$ cat src/rtl/layer_output_serializer.sv
// Captures one layer's parallel outputs in a single cycle and streams them one word per handshake.
// Latency: word 0 is valid the cycle after capture; i_ready throttles the stream; o_valid is never withdrawn.
module layer_output_serializer #(
  parameter int LAYER_ID   = 1,
  parameter int NUM_NEURON = 30,
  parameter int DATA_WIDTH = 16
) (
  input  logic                             i_clk,
  input  logic                             i_rst_n,
  input  logic [NUM_NEURON*DATA_WIDTH-1:0] i_layer_data,
  input  logic                             i_layer_valid,
  output logic                             o_layer_ready,
  output logic [DATA_WIDTH-1:0]            o_data,
  output logic                             o_valid,
  input  logic                             i_ready,
  output logic [31:0]                      o_neuron_id,
  output logic [31:0]                      o_layer_id,
  output logic                             o_last,
  output logic                             o_done
);

  localparam int IW = $clog2(NUM_NEURON);
  localparam logic [IW-1:0] LAST_IDX = IW'(NUM_NEURON - 1);

  typedef enum logic {IDLE, SEND} state_t;

  state_t                state_q, state_d;
  logic [IW-1:0]         idx_q, idx_d;
  logic                  done_q, done_d;
  logic [DATA_WIDTH-1:0] buf_q [NUM_NEURON];
  logic                  capture;
  logic                  handshake;
  logic                  at_last;

  assign at_last   = (idx_q == LAST_IDX);
  assign handshake = (state_q == SEND) && i_ready;

  always_comb begin
    state_d = state_q;
    idx_d   = idx_q;
    done_d  = 1'b0;
    capture = 1'b0;
    case (state_q)
      IDLE: begin
        if (i_layer_valid) begin
          capture = 1'b1;
          idx_d   = '0;
          state_d = SEND;
        end
      end
      SEND: begin
        if (handshake) begin
          if (at_last) begin
            state_d = IDLE;
            idx_d   = '0;
            done_d  = 1'b1;
          end else begin
            idx_d = idx_q + 1'b1;
          end
        end
      end
      default: state_d = IDLE;
    endcase
  end

  always_ff @(posedge i_clk or negedge i_rst_n) begin
    if (!i_rst_n) begin
      state_q <= IDLE;
      idx_q   <= '0;
      done_q  <= 1'b0;
    end else begin
      state_q <= state_d;
      idx_q   <= idx_d;
      done_q  <= done_d;
    end
  end

  // Buffer only loads in IDLE, so a mid-stream i_layer_valid cannot disturb the words in flight.
  always_ff @(posedge i_clk or negedge i_rst_n) begin
    if (!i_rst_n) begin
      for (int k = 0; k < NUM_NEURON; k++) buf_q[k] <= '0;
    end else if (capture) begin
      for (int k = 0; k < NUM_NEURON; k++) buf_q[k] <= i_layer_data[k*DATA_WIDTH +: DATA_WIDTH];
    end
  end

  // All stream outputs decode from registers, so a downstream ready derived from them forms no loop.
  assign o_layer_ready = (state_q == IDLE);
  assign o_valid       = (state_q == SEND);
  assign o_data        = (state_q == SEND) ? buf_q[idx_q] : '0;
  assign o_neuron_id   = (state_q == SEND) ? {{(32-IW){1'b0}}, idx_q} : 32'd0;
  assign o_layer_id    = (state_q == SEND) ? 32'(LAYER_ID) : 32'd0;
  assign o_last        = (state_q == SEND) && at_last;
  assign o_done        = done_q;

endmodule

$ cat config.mk
export PLATFORM = sky130hd
export DESIGN_NAME = layer_output_serializer
export DESIGN_NICKNAME = d
export VERILOG_FILES = /design/src/rtl/layer_output_serializer.sv
export SDC_FILE = /design/constraint.sdc
export NUM_CORES = 1
export LEC_CHECK = 0
export CORE_ASPECT_RATIO = 0.6
export CORE_MARGIN = 4
export CORE_UTILIZATION = 45
export CTS_BUF_LIST = sky130_fd_sc_hd__clkbuf_16
export DETAILED_ROUTE_END_ITERATION = 16
export PLACE_DENSITY_LB_ADDON = 0.2
export SETUP_SLACK_MARGIN = 0.5
export SYNTH_ARGS = -nofsm -noshare
export SYNTH_HDL_FRONTEND = slang
export SYNTH_SLANG_ARGS = --single-unit
$ cat constraint.sdc
create_clock -name i_clk -period 2.25 [get_ports i_clk]
set_input_delay 0.45 -clock i_clk [delete_from_list [all_inputs] [get_ports i_clk]]
set_output_delay 0.45 -clock i_clk [all_outputs]
set_load 0.02 [all_outputs]
==> impl_metrics.env <==
export IMPL_cap_violations=0
export IMPL_viasPerCell=5.58
export IMPL_cts_htree_levels=2
export IMPL_die_h_um=183
export IMPL_worst_r2r_endpoint="buf_q[139]"
export IMPL_yosys_warnings=0
export IMPL_syn_inst=1661
export IMPL_start_util=0.460
export IMPL_power_switching_mw=9.24
export IMPL_powerDensity_nw_per_um2=820
export IMPL_vias=17419
export IMPL_r2r_start="o_valid"
export IMPL_area_growth_syn_to_layout_pct=55.6
export IMPL_cp_start_kind="flip-flop"
export IMPL_grt_pass1_wl_mm=119
export IMPL_required_ps=1800
export IMPL_slew_headroom=0.550
export IMPL_comb_power_share=0.362
export IMPL_fmax_mhz=328
export IMPL_worst_setup_path_end_kind="output pin"
export IMPL_die_w_um=299
export IMPL_drc_errors=0
export IMPL_core_area_um2=49900
export IMPL_async_flop_share=1.00
export IMPL_wirelength_mm=86.7
export IMPL_cts_buffer_depth=3
export IMPL_drive_gt1_frac=0.410
export IMPL_cts_buffers=48
export IMPL_tightest_slew_ps=675
export IMPL_crit_start="idx_q[0]"
export IMPL_ant_nets=0
export IMPL_p_sw_frac=0.316
export IMPL_clock_latency_ps=560
export IMPL_final_core_utilization=0.715
export IMPL_gr_total_overflow=0
export IMPL_grt_max_degree=75
export IMPL_grt_use_total=0.290
export IMPL_intPower_mw=20.0
export IMPL_crit_arrival_ps=2600
export IMPL_fillers=3278
export IMPL_slew_violations=0
export IMPL_hpwl_mm=58.2
export IMPL_ys_seq_area_frac=0.531
export IMPL_syn_avg_cell_area_um2=13.8
export IMPL_min_period_over_period=1.36
export IMPL_drtIter0Drc=1361
export IMPL_worstSetupPathType="reg2out"
export IMPL_reg2reg_slack_ps=160
export IMPL_antenna_found_initial=15
export IMPL_cp_endpoint="o_data[11]"
export IMPL_num_nets_final=2883
export IMPL_wire_per_inst_um=27.8
export IMPL_power_mw=29.3
export IMPL_cts_root_buf="clkbuf_16"
export IMPL_synth_ff_type="dfrtp_1"
export IMPL_rsz0062_at_grt="true"
export IMPL_hold_viol=0
export IMPL_io_pins=568
export IMPL_clock_sinks=487
export IMPL_rows=63
export IMPL_fin_hold_ws_ps=439
export IMPL_status="finished, violations left"
export IMPL_p_clk_frac=0.278
export IMPL_cp_max_fo=8
export IMPL_layout_min_cycle_time_ps=3050
export IMPL_synth_cell_types=40
export IMPL_finalSetupViolCount=18
export IMPL_dr_pass1_iters=5
export IMPL_seq_power_share=0.360
export IMPL_place_congestion=0.887
export IMPL_synth_edf_count=0
export IMPL_clk_pin_slew_worst_paths_ps=70
export IMPL_reg2reg_depth=11
export IMPL_p_leak_nw=15.7
export IMPL_synth_seq_cells=487
export IMPL_first_global_vias=18201
export IMPL_synth_area_um2=22900
export IMPL_fin_ws_ps=-799
export IMPL_skew_ps=17.3
export IMPL_peakVddDrop_mv=0.527
export IMPL_dieArea_um2=54800
export IMPL_cts_tree="built"
export IMPL_violations="setup timing"
export IMPL_portBuffers=509
export IMPL_hold_class="in2async"
-- cell families after synthesis --
| family | after synthesis | synth area share |
|---|---|---|
| other | 1 | 0.000164 |
| muxes | 715 | 0.339 |
| DFF | 487 | 0.531 |
| adders and majority gates | 2 | 0.00109 |
| AOI/OAI and AO/OA | 143 | 0.0452 |
| buffers and inverters | 178 | 0.0529 |
| and+or+nand+nor | 135 | 0.0304 |
-- cell type report --
| type | instances | area, µm² | area share |
|---|---|---|---|
| clock buffers | 49 | 1230 | 0.0344 |
| repair buffers | 805 | 9460 | 0.265 |
| multi-input cells | 1053 | 11600 | 0.326 |
| diodes | 10 | 25.0 | 0.000701 |
| flip-flops and latches | 487 | 12200 | 0.342 |
| inverters | 2 | 12.5 | 0.000351 |
| well taps | 682 | 853 | 0.0239 |
| clock inverters | 34 | 300 | 0.00841 |
-- synthesized netlist by cell type (7+ instances only) --
cell	n	share of area
a21oi_1	18	0.0039
a22oi_1	74	0.024
buf_2	72	0.016
buf_4	78	0.026
buf_6	13	0.0064
dfrtp_1	487	0.53
mux2_1	8	0.0039
mux2_2	484	0.24
mux2i_1	223	0.097
nand2_1	27	0.0044
nand3_1	45	0.0098
nand4_1	18	0.0049
nor2_1	16	0.0026
nor3_1	7	0.0015
o21ai_1	10	0.0022
o22ai_1	22	0.0060
-- what timing repair did --
action,CTS,global route
pin swaps,45,31
setup buffers,58,20
hold buffers,1,0
setup endpoints to repair,312,510
hold endpoints to repair,48,0
gates resized for setup,418,269
gates cloned,30,25
-- worst min-delay path by stage --
stage	from	to	slack (ps)	depth (start not counted)
3_3_place_gp	i_rst_n	buf_q[427]	460	1
6_report	i_rst_n	buf_q[427]	440	2
3_5_place_dp	i_rst_n	buf_q[427]	460	1
5_1_grt	i_rst_n	buf_q[427]	470	2
2_1_floorplan	i_rst_n	buf_q[0]	150	0
4_1_cts	i_rst_n	buf_q[427]	460	2
-- state kept, by name, summed over array words and instances (netlist names) --
register and count:
buf_q 480, idx_q 5, o_done 1, o_valid 1
-- power groups by stage --
stage | sequential [mW] | clock [mW] | combinational [mW]
finish | 10.5 | 8.13 | 10.6
global route | 10.6 | 8.60 | 11.0
CTS | 10.5 | 8.18 | 9.76
detailed placement | 10.6 | 0 | 8.47
global placement | 10.6 | 0 | 8.37
floorplan | 10.3 | 0 | 4.46
-- through the flow --
| step | setup WS (ps) | TNS (ps) | area (µm²) | std cells |
|---|---|---|---|---|
| after detailed placement | -776 | -8140 | 29600 | 2895 |
| after global placement | -808 | -7810 | 29600 | 2895 |
| after CTS | -731 | -11580 | 33900 | 3067 |
| after global routing | -874 | -12910 | 35700 | 3121 |
| final | -799 | -11580 | 35700 | 3122 |
| after floorplan | 212 | 0 | 23200 | 1718 |
-- layout by cell type, fill, tap and decap left out, types with 8 or more instances in the layout --
| master | n |
|---|---|
| inv_1 | 9 |
| o22ai_1 | 9 |
| buf_6 | 52 |
| clkinv_2 | 12 |
| diode_2 | 10 |
| conb_1 | 58 |
| buf_4 | 130 |
| clkinv_1 | 8 |
| nand2_1 | 27 |
| clkdlybuf4s50_1 | 482 |
| buf_8 | 26 |
| mux2i_4 | 10 |
| nand4_1 | 18 |
| mux2_4 | 299 |
| buf_16 | 36 |
| nor2_1 | 14 |
| buf_12 | 54 |
| dfrtp_1 | 482 |
| a21oi_1 | 16 |
| o21ai_1 | 9 |
| nand3_1 | 21 |
| o22ai_2 | 8 |
| mux2i_2 | 8 |
| mux2_2 | 191 |
| mux2i_1 | 205 |
| clkbuf_16 | 67 |
| a22oi_2 | 18 |
| a22oi_1 | 56 |
| nand3_2 | 19 |
-- critical path: stages (launching register included) --
cell     delay [ps]
dfrtp_4         530
buf_12          170
buf_12          150
buf_12          140
mux2i_1         180
a22oi_1         120
buf_4           180
nand3_2          90
nand4_1         230
buf_6           230
-- per-layer routing --
layer  vias to the layer above  part of all wire  track usage
li1                       7467                 -            -
met5                         -           0.00069            0
met1                      9144              0.42        0.393
met3                       155             0.064       0.0611
met4                        10             0.029       0.0798
met2                       643              0.49        0.477
(Power assumes the default switching activity.)
